$ cat src/rtl/uart_receiver.sv
`timescale 1ns/1ps
// 8N1 UART receiver: 16x oversampling, 3-sample majority vote,
// first-word-fall-through byte FIFO with valid/ready output.
module uart_receiver #(
    parameter int TICK_DIV   = 27,
    parameter int FIFO_DEPTH = 4
) (
    input  logic                          clk,
    input  logic                          rst_n,
    input  logic                          uart_rx,
    output logic [7:0]                    rx_data,
    output logic                          rx_valid,
    input  logic                          rx_ready,
    output logic [$clog2(FIFO_DEPTH):0]   fifo_count,
    output logic                          busy,
    output logic                          frame_err,
    output logic                          overrun
);

    localparam int AW = $clog2(FIFO_DEPTH);
    localparam int CW = AW + 1;
    localparam int TW = (TICK_DIV > 1) ? $clog2(TICK_DIV) : 1;
    localparam logic [TW-1:0] TMAX  = TW'(TICK_DIV - 1);
    localparam logic [CW-1:0] DEPTH = CW'(FIFO_DEPTH);

    typedef enum logic [1:0] {IDLE, START, DATA, STOP} state_e;

    state_e        state_q, state_d;
    logic          sync1_q, sync1_d;
    logic          rxs_q, rxs_d;
    logic          rxs_d_q, rxs_d_d;
    logic [TW-1:0] tcnt_q, tcnt_d;
    logic [3:0]    sc_q, sc_d;
    logic [2:0]    bidx_q, bidx_d;
    logic          s7_q, s7_d;
    logic          s8_q, s8_d;
    logic [7:0]    shreg_q, shreg_d;
    logic          frame_err_q, frame_err_d;
    logic          overrun_q, overrun_d;
    logic [7:0]    mem_q [FIFO_DEPTH];
    logic [7:0]    mem_d [FIFO_DEPTH];
    logic [AW-1:0] wr_q, wr_d;
    logic [AW-1:0] rd_q, rd_d;
    logic [CW-1:0] cnt_q, cnt_d;

    logic tick, fall, decide, wrap, maj;
    logic push, ferr, pop, accept;

    always_ff @(posedge clk or negedge rst_n) begin
        if (!rst_n) begin
            state_q <= IDLE;
        end else begin
            state_q <= state_d;
        end
    end

    always_comb begin
        state_d = state_q;
        unique case (state_q)
            IDLE:  if (fall) state_d = START;
            START: begin
                if (decide && maj)  state_d = IDLE;
                else if (wrap)      state_d = DATA;
            end
            DATA:  if (wrap && bidx_q == 3'd7) state_d = STOP;
            STOP:  if (decide) state_d = IDLE;
        endcase
    end

    always_comb begin
        busy = (state_q != IDLE);
        push = (state_q == STOP) && decide && maj;
        ferr = (state_q == STOP) && decide && !maj;
    end

    always_comb begin
        sync1_d = uart_rx;
        rxs_d   = sync1_q;
        rxs_d_d = rxs_q;
        fall    = rxs_d_q & ~rxs_q;

        tick    = (tcnt_q == TMAX);
        tcnt_d  = tick ? '0 : tcnt_q + 1'b1;
        decide  = tick && (sc_q == 4'd9);
        wrap    = tick && (sc_q == 4'd15);
        // rxs_q is the third sample on the deciding tick
        maj     = (s7_q & s8_q) | (s7_q & rxs_q) | (s8_q & rxs_q);

        sc_d = sc_q;
        if (state_q == IDLE) sc_d = '0;
        else if (tick)       sc_d = sc_q + 4'd1;

        s7_d = (tick && sc_q == 4'd7) ? rxs_q : s7_q;
        s8_d = (tick && sc_q == 4'd8) ? rxs_q : s8_q;

        bidx_d = bidx_q;
        if (state_q == START)            bidx_d = '0;
        else if (state_q == DATA && wrap) bidx_d = bidx_q + 3'd1;

        shreg_d = shreg_q;
        if (state_q == DATA && decide) shreg_d = {maj, shreg_q[7:1]};
    end

    always_comb begin
        rx_valid    = (cnt_q != '0);
        rx_data     = mem_q[rd_q];
        fifo_count  = cnt_q;
        pop         = rx_valid & rx_ready;
        accept      = push && ((cnt_q < DEPTH) || pop);
        overrun_d   = push && !accept;
        frame_err_d = ferr;
        frame_err   = frame_err_q;
        overrun     = overrun_q;

        mem_d = mem_q;
        if (accept) mem_d[wr_q] = shreg_q;
        wr_d  = accept ? wr_q + 1'b1 : wr_q;
        rd_d  = pop ? rd_q + 1'b1 : rd_q;

        cnt_d = cnt_q;
        if (accept && !pop)      cnt_d = cnt_q + 1'b1;
        else if (!accept && pop) cnt_d = cnt_q - 1'b1;
    end

    always_ff @(posedge clk or negedge rst_n) begin
        if (!rst_n) begin
            sync1_q     <= 1'b1;
            rxs_q       <= 1'b1;
            rxs_d_q     <= 1'b1;
            tcnt_q      <= '0;
            sc_q        <= '0;
            bidx_q      <= '0;
            s7_q        <= 1'b1;
            s8_q        <= 1'b1;
            shreg_q     <= '0;
            frame_err_q <= 1'b0;
            overrun_q   <= 1'b0;
            wr_q        <= '0;
            rd_q        <= '0;
            cnt_q       <= '0;
            for (int i = 0; i < FIFO_DEPTH; i++) mem_q[i] <= '0;
        end else begin
            sync1_q     <= sync1_d;
            rxs_q       <= rxs_d;
            rxs_d_q     <= rxs_d_d;
            tcnt_q      <= tcnt_d;
            sc_q        <= sc_d;
            bidx_q      <= bidx_d;
            s7_q        <= s7_d;
            s8_q        <= s8_d;
            shreg_q     <= shreg_d;
            frame_err_q <= frame_err_d;
            overrun_q   <= overrun_d;
            wr_q        <= wr_d;
            rd_q        <= rd_d;
            cnt_q       <= cnt_d;
            for (int i = 0; i < FIFO_DEPTH; i++) mem_q[i] <= mem_d[i];
        end
    end

endmodule

$ cat config.mk
export PLATFORM = sky130hd
export DESIGN_NAME = uart_receiver
export DESIGN_NICKNAME = d
export VERILOG_FILES = /design/src/rtl/uart_receiver.sv
export SDC_FILE = /design/constraint.sdc
export NUM_CORES = 1
export LEC_CHECK = 0
export BUFFER_PORTS_ARGS = -buffer_cell sky130_fd_sc_hd__buf_2
export CORE_MARGIN = 2
export CORE_UTILIZATION = 41
export DETAILED_ROUTE_END_ITERATION = 7
export SLEW_MARGIN = 10
export SYNTH_ARGS = -nofsm -noshare
export SYNTH_HDL_FRONTEND = slang
export SYNTH_SLANG_ARGS = --single-unit
$ cat constraint.sdc
create_clock -name clk -period 7.15 [get_ports clk]
set_input_delay 1.43 -clock clk [delete_from_list [all_inputs] [get_ports clk]]
set_output_delay 1.43 -clock clk [all_outputs]
set_load 0.01 [all_outputs]
==> out/results.ini <==
[sta]
fin_tns_setup_ns=0
period_needed_ns=3.27
finalSetupViolations=0
fin_crit_sh=0.457
slew_viol_final=0
fin_worst_skew_ns=0.0115
rsz0062_at_grt=false
slew_headroom=0.444
fmax_ghz=0.306
hold_viol=0
worst_slew_pin_slew_ns=0.834

[setup_path]
path_max_fanout=10
reg2reg_from=tcnt_q[0]
ff2ff_path_depth=12
r2r_setup_slack_ns=4.57
r2r_end=fifo_count[2]
cp_data_arrival_time_ns=1.84
start_kind=register
cp-end-kind=output pin
critPathRequiredTime_ns=5.72
crit_type=register to output pin

[pwr]
max-vdd-ir-drop_v=0.0000928
power_density_nw_per_um2=195
power.leakage_nw=1.77

[synth]
syn_nets=245
yosysUniqueCellTypes=42
ys_seq_elements=68
ys_seq_area_frac=0.531
synth_cells=228
avgSynthCellArea_um2=14.1
yosysWarnings=0
syn_area_um2=3220

[cells_and_area]
n_fill_cell=684
drive_above_1_share=0.377
final_util=0.471
seq_area_um2=1710
syn_to_final_growth_pct=12.0
layout_commonest_cell=dfrtp_1
layout_common_cells=dfrtp_1, mux2_2, buf_2, ha_1
multi_input_area_um2=1440
num_antenna_cells=0
layout.nets=269

[drt]
wirelength_mm=5.12
wl_per_cell_um=14.3
viasPerCell=5.04
via_count=1808
drc=0
dr.first_iter.drc_count=63
drtAntennaViolNets=0
dr.pass1.iters=4

[clocking]
clk_latency_ns=0.35
cts.repair.resized=0
cts_tree=done
cts_root_buf=clkbuf_8
cts.clk_slew.worst_paths_ns=0.07
cts_num_sinks=68
htreeDepth=3
ctsHoldBuffers=0
cts_buffer_depth=2
postCtsSetupBuffers=0
cts_buffers=9

[grt]
grt_max_degree=69
grt_overflow=0
grt_use_total=0.131
antenna_found_initial=0
grt_pass1_wl_mm=8.60
grt_pass1_vias=1781

[floorplanning]
core_area_um2=7650
die_area_um2=8570
placementRows=32
num_io_pins=19
die_x_um=92.6
start_util=0.421
die_y_um=92.6

[hold_path]
hp-start=rxs_d
hold_end=rxs_d_d
hp-class=register to register
min_path_cells=0

[job]
drv_cap=0

[placed_design]
gp_congestion=0.712
place_hpwl_mm=3.37
numPortBuffers=18

[outcome]
outcome=completed

==> cell type report <==
class,count,area share
clock inverters,6,0.0177
multi-input cells,144,0.400
flip-flops and latches,68,0.474
inverters,10,0.0104
repair buffers,19,0.0271
well taps,102,0.0354
clock buffers,10,0.0354
==> power breakdown <==
group | switching [W] | total (W) | internal [W]
Sequential | 0.000000566 | 0.000387 | 0.000386
Clock | 0.000146 | 0.000307 | 0.000161
Combinational | 0.00000754 | 0.00000887 | 0.00000133
Total | 0.000154 | 0.000703 | 0.000548
==> how the worst max path moves through the flow <==
stage / start / end / slack (ns) / cells after the start
2_1_floorplan: rx_ready / fifo_count[2] / 4.36 / 9
3_3_place_gp: rx_ready / fifo_count[2] / 4.16 / 10
3_5_place_dp: rx_ready / fifo_count[2] / 4.14 / 10
4_1_cts: rd_q[0] / rx_data[6] / 3.81 / 2
5_1_grt: rd_q[0] / rx_data[5] / 3.77 / 2
6_report: rd_q[0] / rx_data[6] / 3.88 / 2
==> logic make-up after synthesis <==
family	after synthesis	share of synthesized area
buffers and inverters	16	0.0214
muxes	52	0.210
AOI/OAI and AO/OA	14	0.0307
DFF	68	0.531
adders and majority gates	14	0.0572
and+or+nand+nor	54	0.123
xor gates and xnor gates	10	0.0272
==> worst max-delay path, stage by stage, from the launching register on <==
cell and delay (ns):
dfrtp_1 0.74, mux4_2 0.59, buf_2 0.15
==> per-layer routing <==
layer / global-route usage / vias to the layer above / wire, um
met5: 0 / - / 0
met4: 0.0522 / 0 / 80
met3: 0.0448 / 12 / 183
met2: 0.206 / 21 / 2450
met1: 0.167 / 910 / 2400
li1: - / 865 / -
==> flip-flops by register name, summed over array words and instances, names as in the netlist, 2 cells and up, named ones only <==
signal	count
wr_q	2
bidx_q	3
rd_q	2
fifo_count	3
tcnt_q	5
mem_q	32
shreg_q	8
sc_q	4
==> Yosys cell counts, drive strengths merged <==
library cell / instances / share of area
and4: 1 / 0.0027
mux4: 8 / 0.056
a311oi: 1 / 0.0027
xnor2: 6 / 0.016
mux2: 44 / 0.15
nor3b: 1 / 0.0023
a221o: 3 / 0.0093
fa: 1 / 0.0062
inv: 10 / 0.012
buf: 3 / 0.0062
dfrtp: 63 / 0.49
nor3: 4 / 0.0097
nand3b: 1 / 0.0023
nand2: 11 / 0.013
xor2: 4 / 0.011
clkbuf: 3 / 0.0035
nor4: 1 / 0.0019
and3: 3 / 0.0058
nand3: 8 / 0.028
and2: 3 / 0.0058
nand4: 1 / 0.0019
nor2b: 3 / 0.0082
maj3: 1 / 0.0043
o32a: 1 / 0.0031
a22o: 1 / 0.0027
and4b: 1 / 0.0031
or3: 1 / 0.0019
nor2: 12 / 0.019
dfstp: 5 / 0.041
nand4b: 2 / 0.015
a21oi: 5 / 0.0078
ha: 12 / 0.047
a31oi: 1 / 0.0019
nand2b: 1 / 0.0019
o21ai: 2 / 0.0031
==> metrics by stage <==
stage / hold slack [ns] / area, um2 / power (W) / std cells / worst slack, ns
finish: 0.358 / 3600 / 0.000703 / 359 / 3.88
global route: 0.362 / 3600 / 0.000728 / 359 / 3.77
CTS: 0.361 / 3600 / 0.000714 / 359 / 3.81
detailed placement: 0.350 / 3410 / 0.000404 / 343 / 4.14
global placement: 0.347 / 3410 / 0.000404 / 343 / 4.16
floorplan: 0.345 / 3220 / 0.000395 / 228 / 4.36
Power figures use the tool's default switching activity.
